## config.mk

```make
export PLATFORM = sky130hd
export DESIGN_NAME = gpu_pixel_writer
export DESIGN_NICKNAME = d
export VERILOG_FILES = /design/src/rtl/gpu_pkg.sv /design/src/rtl/gpu_pixel_fifo.sv /design/src/rtl/gpu_pixel_writer.sv
export SDC_FILE = /design/constraint.sdc
export NUM_CORES = 1
export LEC_CHECK = 0
export CAP_MARGIN = 25
export CORE_ASPECT_RATIO = 0.7
export CORE_MARGIN = 8
export CORE_UTILIZATION = 45
export DETAILED_ROUTE_END_ITERATION = 8
export PLACE_DENSITY_LB_ADDON = 0.08
export SLEW_MARGIN = 25
export SYNTH_ARGS = -nofsm -noshare
export SYNTH_HDL_FRONTEND = slang
export SYNTH_SLANG_ARGS = --single-unit
```

## constraint.sdc

```tcl
create_clock -name clk -period 2.75 [get_ports clk]
set_input_delay 0.275 -clock clk [delete_from_list [all_inputs] [get_ports clk]]
set_output_delay 0.275 -clock clk [all_outputs]
set_load 0.005 [all_outputs]
```

## src/rtl/gpu_pkg.sv

```systemverilog
// Shared constants and types for the pixel writer: screen geometry defaults,
// the pending-write entry and the write-port state machine encoding.
package gpu_pkg;

  localparam int DEF_SCREEN_WIDTH  = 640;
  localparam int DEF_SCREEN_HEIGHT = 480;
  localparam int DEF_WIDTH_BITS    = $clog2(DEF_SCREEN_WIDTH);
  localparam int DEF_HEIGHT_BITS   = $clog2(DEF_SCREEN_HEIGHT);
  localparam int DEF_ADDR_BITS     = 19;
  localparam int DEF_COLOR_BITS    = 24;
  localparam int DEF_FIFO_DEPTH    = 4;

  typedef struct packed {
    logic [DEF_ADDR_BITS-1:0]  addr;
    logic [DEF_COLOR_BITS-1:0] color;
  } pix_entry_t;

  typedef enum logic [1:0] {
    IDLE  = 2'd0,
    WRITE = 2'd1,
    DONE  = 2'd2
  } wr_state_t;

endpackage

```

## src/rtl/gpu_pixel_fifo.sv

```systemverilog
// Small synchronous FIFO of pending framebuffer writes; head entry is visible
// combinationally so the write port can hold it stable until acknowledged.
import gpu_pkg::*;

module gpu_pixel_fifo #(
  parameter  int DEPTH    = DEF_FIFO_DEPTH,
  localparam int PTR_BITS = $clog2(DEPTH),
  localparam int CNT_BITS = PTR_BITS + 1
) (
  input  logic                clk,
  input  logic                rst,
  input  logic                push_i,
  input  pix_entry_t          data_i,
  input  logic                pop_i,
  output pix_entry_t          head_o,
  output logic                full_o,
  output logic                empty_o,
  output logic [CNT_BITS-1:0] count_o
);

  pix_entry_t          mem_q [DEPTH];
  logic [PTR_BITS-1:0] wr_ptr_q, wr_ptr_d;
  logic [PTR_BITS-1:0] rd_ptr_q, rd_ptr_d;
  logic [CNT_BITS-1:0] count_q, count_d;

  always_comb begin
    wr_ptr_d = wr_ptr_q;
    rd_ptr_d = rd_ptr_q;
    count_d  = count_q;
    if (push_i) wr_ptr_d = wr_ptr_q + 1'b1;
    if (pop_i)  rd_ptr_d = rd_ptr_q + 1'b1;
    case ({push_i, pop_i})
      2'b10:   count_d = count_q + 1'b1;
      2'b01:   count_d = count_q - 1'b1;
      default: count_d = count_q;
    endcase
  end

  always_ff @(posedge clk) begin
    if (rst) begin
      wr_ptr_q <= '0;
      rd_ptr_q <= '0;
      count_q  <= '0;
    end else begin
      wr_ptr_q <= wr_ptr_d;
      rd_ptr_q <= rd_ptr_d;
      count_q  <= count_d;
    end
  end

  // Storage needs no reset: nothing is read until count says it was written.
  always_ff @(posedge clk) begin
    if (push_i) mem_q[wr_ptr_q] <= data_i;
  end

  assign head_o  = mem_q[rd_ptr_q];
  assign full_o  = (count_q == CNT_BITS'(DEPTH));
  assign empty_o = (count_q == '0);
  assign count_o = count_q;

  no_push_when_full: assert property (@(posedge clk) disable iff (rst) push_i |-> !full_o);

endmodule

```

## src/rtl/gpu_pixel_writer.sv

```systemverilog
// Clips rasteriser pixels, converts them to linear framebuffer addresses and
// issues req/ack writes. Optional counters: define GPU_PIXEL_WRITER_STATS_EN.
import gpu_pkg::*;

module gpu_pixel_writer #(
  parameter int SCREEN_WIDTH  = DEF_SCREEN_WIDTH,
  parameter int SCREEN_HEIGHT = DEF_SCREEN_HEIGHT,
  parameter int ADDR_BITS     = DEF_ADDR_BITS,
  parameter int COLOR_BITS    = DEF_COLOR_BITS,
  parameter int FIFO_DEPTH    = DEF_FIFO_DEPTH,
  parameter int WIDTH_BITS    = $clog2(SCREEN_WIDTH),
  parameter int HEIGHT_BITS   = $clog2(SCREEN_HEIGHT)
) (
  input  logic                   clk,
  input  logic                   rst,
  input  logic [WIDTH_BITS-1:0]  x_i,
  input  logic [HEIGHT_BITS-1:0] y_i,
  input  logic [COLOR_BITS-1:0]  color_i,
  input  logic                   valid_i,
  input  logic                   done_i,
  output logic                   stall_o,
  output logic [ADDR_BITS-1:0]   mem_addr_o,
  output logic [COLOR_BITS-1:0]  mem_data_o,
  output logic                   mem_wr_o,
  input  logic                   mem_ack_i,
  output logic                   busy_o,
  output logic                   done_o
`ifdef GPU_PIXEL_WRITER_STATS_EN
  ,
  output logic [15:0]            pix_written_o,
  output logic [15:0]            pix_clipped_o
`endif
);

  localparam int CNT_BITS = $clog2(FIFO_DEPTH) + 1;

  wr_state_t           state_q, state_d;
  pix_entry_t          stage_q, stage_d;
  logic                stage_valid_q, stage_valid_d;
  logic                done_pend_q, done_pend_d;
  logic                go_done;
  logic                accept, clipped;
  logic                fifo_push, fifo_pop, fifo_full, fifo_empty;
  logic [CNT_BITS-1:0] fifo_count;
  pix_entry_t          fifo_head;

  assign clipped = (int'(x_i) >= SCREEN_WIDTH) || (int'(y_i) >= SCREEN_HEIGHT);
  // Stall looks one entry ahead because the stage register pushes a cycle after accept.
  assign stall_o = fifo_full || ((fifo_count == CNT_BITS'(FIFO_DEPTH - 1)) && stage_valid_q);
  assign accept  = valid_i && !stall_o;

  always_comb begin
    stage_d       = stage_q;
    stage_valid_d = accept && !clipped;
    if (accept) begin
      stage_d.addr  = ADDR_BITS'(y_i) * ADDR_BITS'(SCREEN_WIDTH) + ADDR_BITS'(x_i);
      stage_d.color = color_i;
    end
  end

  assign fifo_push = stage_valid_q;

  gpu_pixel_fifo #(
    .DEPTH (FIFO_DEPTH)
  ) u_fifo (
    .clk     (clk),
    .rst     (rst),
    .push_i  (fifo_push),
    .data_i  (stage_q),
    .pop_i   (fifo_pop),
    .head_o  (fifo_head),
    .full_o  (fifo_full),
    .empty_o (fifo_empty),
    .count_o (fifo_count)
  );

  always_comb begin
    state_d  = state_q;
    fifo_pop = 1'b0;
    go_done  = 1'b0;
    case (state_q)
      IDLE: begin
        if (!fifo_empty) begin
          state_d = WRITE;
        end else if (done_pend_q && !stage_valid_q) begin
          state_d = DONE;
          go_done = 1'b1;
        end
      end
      WRITE: begin
        if (mem_ack_i) begin
          fifo_pop = 1'b1;
          // A push landing in the same cycle keeps the port busy back-to-back.
          if ((fifo_count > CNT_BITS'(1)) || fifo_push) state_d = WRITE;
          else                                          state_d = IDLE;
        end
      end
      DONE:    state_d = IDLE;
      default: state_d = IDLE;
    endcase
  end

  assign done_pend_d = done_i || (done_pend_q && !go_done);

  always_ff @(posedge clk) begin
    if (rst) begin
      state_q       <= IDLE;
      stage_q       <= '0;
      stage_valid_q <= 1'b0;
      done_pend_q   <= 1'b0;
    end else begin
      state_q       <= state_d;
      stage_q       <= stage_d;
      stage_valid_q <= stage_valid_d;
      done_pend_q   <= done_pend_d;
    end
  end

  assign mem_wr_o   = (state_q == WRITE);
  assign mem_addr_o = mem_wr_o ? ADDR_BITS'(fifo_head.addr)   : '0;
  assign mem_data_o = mem_wr_o ? COLOR_BITS'(fifo_head.color) : '0;
  assign done_o     = (state_q == DONE);
  assign busy_o     = stage_valid_q || !fifo_empty || (state_q != IDLE) || done_pend_q;

`ifdef GPU_PIXEL_WRITER_STATS_EN
  logic [15:0] written_q, clipped_q;

  always_ff @(posedge clk) begin
    if (rst || done_o) begin
      written_q <= '0;
      clipped_q <= '0;
    end else begin
      if (mem_wr_o && mem_ack_i && (written_q != 16'hFFFF)) written_q <= written_q + 16'd1;
      if (accept && clipped && (clipped_q != 16'hFFFF))     clipped_q <= clipped_q + 16'd1;
    end
  end

  assign pix_written_o = written_q;
  assign pix_clipped_o = clipped_q;
`endif

endmodule

```

[After elaboration in Yosys (flattened, before gate mapping)]
Memories as Yosys holds them, arrays and structs flattened. A register that Yosys moved wholly into a read port is not among the register bits.
Cells that the tools add are included.
Word-level totals
  memories: 1
  output and inout bits: 47
  bits in registers: 54
  RAM bits: 172
  word-level logic and storage cells: 65
Memories
  u_fifo.mem_q: words 4, bits a word 43, read ports 1, clocked after memory_dff 1, wr ports 1, line gpu_pixel_fifo.sv:21  | pix_entry_t mem_q [DEPTH];
Cells by class
  equality and inequality tests: 8
  add/sub/neg operators: 5
  reduce and logical (&&, ||, !) cells: 22
  multiply operators: 1
  mux-type cells: 17
  $lt $le $gt $ge: 3
Operators with widths (count)
  two-way mux 24 bit: 1
  adder 19 x 10 -> 19 bit: 1
  two-way mux 19 bit: 1
  multiplier 9 x 3 -> 12 bit (second input constant): 1
  >= comparator 10 bit (second input constant): 1
  two-way mux 2 bit: 5
  >= comparator 9 bit (second input constant): 1
  two-way mux 1 bit: 8
  logical OR 1 bit: 7
  case mux 3 bit (2 select lines): 1
  logical AND 1 bit: 5
  zero test 1 bit: 5
  adder 2 x 1 -> 2 bit (second input constant): 2
  equality test 2 x 1 -> 1 bit (second input constant): 2
  equality test 2 bit (second input constant): 2
  case mux 2 bit (2 select lines): 1
  nonzero test 2 bit: 2
  adder 3 x 1 -> 3 bit (second input constant): 1
  equality test 3 x 2 -> 1 bit (second input constant): 1
  equality test 3 bit (second input constant): 1
  > comparator 3 x 1 -> 1 bit (second input constant): 1
  zero test 3 bit: 1
  != test 3 bit (second input constant): 1
  subtractor 3 x 1 -> 3 bit (second input constant): 1
  3 further kinds: 3

[Depth between registers and ports, before layout]
  depth in word-level cells: 8
  gate-level depth with buffers: 9
  gate-level depth less buffers: 9

[Cells and area by module]
Synthesis repeated with hierarchy kept, for this count alone.
Second synthesis, totals
  cells, all modules: 601
  area, all modules: 9291.4 µm²
By module, submodules not included
  gpu_pixel_fifo: cells an instance 272, instances 1, seq. area each 5345.1 µm², area an instance 6693.9 µm²
  gpu_pixel_writer: cells an instance 329, instances 1, seq. area each 940.9 µm², area an instance 2597.5 µm²

[Worst setup path before layout]
Ideal clock, no wire load.
  path kind: input port to flip-flop
  start point: input port y_i[1]
  end point: register stage_q[41] (netlist bit)
  cell stages on the path: 9
  required time: 2647 ps
  setup slack: 104 ps
  arrival: 2543 ps
  setup time: 103 ps
  buffers on the path: 0
  cell sequence: ha_1 -> ha_1 -> fa_1 -> a21o_2 -> a21oi_1 -> xnor2_1 -> nand3_2 -> o311a_1 -> a2111oi_2
Between the ends
  word-level cells in the longest chain between the ends: 2
RTL lines
  start, declared: line gpu_pixel_writer.sv:17  | input logic [HEIGHT_BITS-1:0] y_i,
  multiplier 9 x 3 -> 12 bit: line gpu_pixel_writer.sv:56  | stage_d.addr = ADDR_BITS'(y_i) * ADDR_BITS'(SCREEN_WIDTH) + ADDR_BITS'(x_i);
  adder 19 x 10 -> 19 bit: line gpu_pixel_writer.sv:56
  end signal, assigned: line gpu_pixel_writer.sv:113  | stage_q <= stage_d;
  end, declared: line gpu_pixel_writer.sv:38  | pix_entry_t stage_q, stage_d;
Every way passes these cells.
A chain may end at the register's enable or synchronous reset.

==> results.sh <==
export IMPL_io_buffer_count=94
export IMPL_dr_first_iter_drc_count=283
export IMPL_synthAdderAreaFrac=0.04086
export IMPL_hold_viol_final=0
export IMPL_cts_buffers=22
export IMPL_crit_arrival_ns=2.34
export IMPL_clk_latency_ns=0.50
export IMPL_clkTransAtPathRegs_ns=0.06
export IMPL_crit_path_max_fanout=34
export IMPL_hpwl_um=12160
export IMPL_yosysWarnings=0
export IMPL_cap_violations=0
export IMPL_grt_pass1_vias=5528
export IMPL_fmax_ghz=0.3829
export IMPL_rows=44
export IMPL_outcome="finished clean"
export IMPL_yosys_top_cells_area="edfxtp_1 56%, dfxtp_1 12%, mux4_2 10%"
export IMPL_netlist_instances=605
export IMPL_worst_slack_ns=0.1387
export IMPL_grt_overflow=0
export IMPL_ys_types=44
export IMPL_vias=5299
export IMPL_netlist_area_um2=9248
export IMPL_crit_type="reg2out"
export IMPL_cts_root_buf="clkbuf_16"
export IMPL_drt_pass1_iterations=4
export IMPL_synth_net_count=682
export IMPL_cp_data_required_time_ns=2.48
export IMPL_synthSimpleGateAreaFrac=0.09160
export IMPL_final_core_util=0.5677
export IMPL_pre_cts_ws_ns=-0.3910
export IMPL_synthXorXnorAreaFrac=0.01515
export IMPL_min_period_ns=2.611
export IMPL_gp_congestion=0.7636
export IMPL_post_synth_top_area_fraction=0.5585
export IMPL_viasPerCell=5.160
export IMPL_max_slew_margin_rel=0.6458
export IMPL_syn_mean_instance_area_um2=15.29
export IMPL_routedWlPerCell_um=19.35
export IMPL_initial_utilization=0.4528
export IMPL_setup_viol=0
export IMPL_antenna_found_initial=0
export IMPL_synth_top_family_by_area="multiplexers"
export IMPL_critPathLaunchType="flop"
export IMPL_leakage_nw=4.031
export IMPL_drv_slew=0
export IMPL_cts_tree="done"
export IMPL_synth_compound_area_frac=0.04844
export IMPL_drive_gt1_frac=0.1838
export IMPL_grt_max_degree=39
export IMPL_min_period_over_period=0.9496
export IMPL_worst_pin_slew_ns=0.5294
export IMPL_yosys_top_cells_count="172 x edfxtp_1, 73 x nand2_1, 56 x dfxtp_1"
export IMPL_synthArstFlopShare=0
export IMPL_yosysMostFrequentCell="edfxtp_1"
export IMPL_io_pins=95
export IMPL_diodes=0
export IMPL_fin_skew_ns=0.009326
export IMPL_grt_pass1_wl_um=31130
export IMPL_htree_levels=1
export IMPL_hold_buffers=0
export IMPL_die_area_um2=25470
export IMPL_core_um2=20420
export IMPL_synth_seq_area_share=0.6797
export IMPL_chipWidth_um=187.3
export IMPL_fin_cells=1027
export IMPL_placed_cells=986
export IMPL_syn2layout_area_growth_pct=25.38
export IMPL_nNetsFinal=812
export IMPL_worst_hold_path_type="in2reg"
export IMPL_ir_drop_v=0.0004683
export IMPL_synth_edf_count=172
export IMPL_fin_tns_setup_ns=0
export IMPL_cts_buffer_depth=3
export IMPL_yosysTopAreaCell="edfxtp_1"
export IMPL_rsz0062_at_grt="false"
export IMPL_cp_end_kind="output pin"
export IMPL_track_usage=0.1559
export IMPL_synth_seq_cells=228
export IMPL_clock_sinks=228
export IMPL_dieHeight_um=135.9
export IMPL_muxShareOfSynthArea=0.1058
export IMPL_yosys_most_used_dff="edfxtp_1"
export IMPL_detail_route_antenna_nets=0
export IMPL_power_density_nw_per_um2=721.7
export IMPL_wl_um=19870
export IMPL_post_route_drc_count=0
==> worst max-delay path: stages (launching register included) <==
cell and delay (ns):
dfxtp_2 0.52, buf_12 0.29, mux4_2 0.36, and2_1 0.21, clkdlybuf4s50_1 0.46
==> through the flow <==
step / hold WS (ns) / cell area (um^2) / power [mW]
finish: 0.2184 / 11590 / 8.369
global route: 0.2206 / 11590 / 8.705
CTS: 0.2030 / 11580 / 8.456
detailed placement: 0.4758 / 10840 / 5.401
global placement: 0.4544 / 10840 / 5.375
floorplan: 0.3924 / 9248 / 4.700
==> state kept, by name (all words and copies together) (netlist names), named ones only <==
| signal | count |
|---|---|
| u_fifo.mem_q | 172 |
| fifo_push | 1 |
| state_q | 2 |
| done_pend_q | 1 |
| stage_q | 43 |
| u_fifo.wr_ptr_q | 2 |
| u_fifo.rd_ptr_q | 2 |
| u_fifo.count_o | 3 |
==> power breakdown <==
part           switching, mW  total (mW)  internal [mW]  leakage [nW]
sequential            0.0971        3.93           3.84          2.04
clock                   1.21        3.05           1.84         0.360
combinational          0.625        1.38          0.758          1.63
total                   1.94        8.37           6.43          4.03
==> path summary, 6_finish.rpt <==
path	end	slack [ns]	depth (start not counted)	from
worst max-delay path	mem_addr_o[18]	0.14	4	flop
worst min-delay path	u_fifo.rd_ptr_q[0]$_SDFFE_PP0P_	0.22	2	rst
worst max register to register	stage_q[34]$_SDFFE_PP0P_	0.54	7	u_fifo.count_o[0]$_SDFFE_PP0P_
worst min register to register	state_q[1]$_SDFFE_PP0P_	0.48	2	done_pend_q$_SDFF_PP0_
==> cells in the final DEF, fill, tap and decap left out, types with 2 or more instances in the layout <==
| cell | n |
|---|---|
| fa_1 | 2 |
| nand4_1 | 4 |
| xnor2_1 | 7 |
| dfxtp_1 | 54 |
| nor2b_1 | 5 |
| buf_12 | 8 |
| mux4_2 | 43 |
| and2_1 | 45 |
| clkinv_2 | 4 |
| nand3_2 | 2 |
| a21oi_1 | 38 |
| ha_1 | 27 |
| buf_4 | 35 |
| o21ai_0 | 8 |
| clkinv_1 | 3 |
| and2_2 | 5 |
| nand2_1 | 72 |
| a211oi_1 | 6 |
| inv_1 | 13 |
| clkbuf_16 | 23 |
| clkdlybuf4s50_1 | 93 |
| edfxtp_1 | 172 |
| xor2_1 | 9 |
| clkbuf_1 | 6 |
| nand2b_1 | 2 |
| a2111oi_0 | 2 |
| o311a_1 | 2 |
| a21o_2 | 2 |
| bufinv_16 | 3 |
| a31oi_1 | 2 |
| nor3_1 | 6 |
| nor2_1 | 23 |
==> repair_timing <==
action | CTS | global route
gates resized for setup | 0 | 2
pin swaps | 0 | 1
buffers inserted | 1 | 0
setup endpoints to repair | 8 | 2
==> cell families (layout without fill, tap and decap cells) <==
kind of cell,count (synthesis),in the layout
buffers and inverters,44,190
AND/OR/NAND/NOR,172,172
adder cells (fa/ha/maj),29,29
flip-flops,228,228
AO/OA/AOI/OAI,72,72
XOR/XNOR,16,16
multiplexers,44,44
==> layer usage <==
layer,track usage,vias to the layer above,routed length (um)
met5,0,-,0
met4,0.03430,0,257
li1,-,2518,-
met1,0.2059,2643,9115
met3,0.03383,20,983
met2,0.2630,118,9517
==> cell type report <==
class                      count  area [um^2]
fill                        1619         8830
sequential                   228         6291
multi-input combinational    333         2818
timing repair buffer         137         1359
clock buffer                  30        611.8
tap                          276        345.3
clock inverter                10        121.4
inverter                      13        48.80
Power figures use the tool's default switching activity.
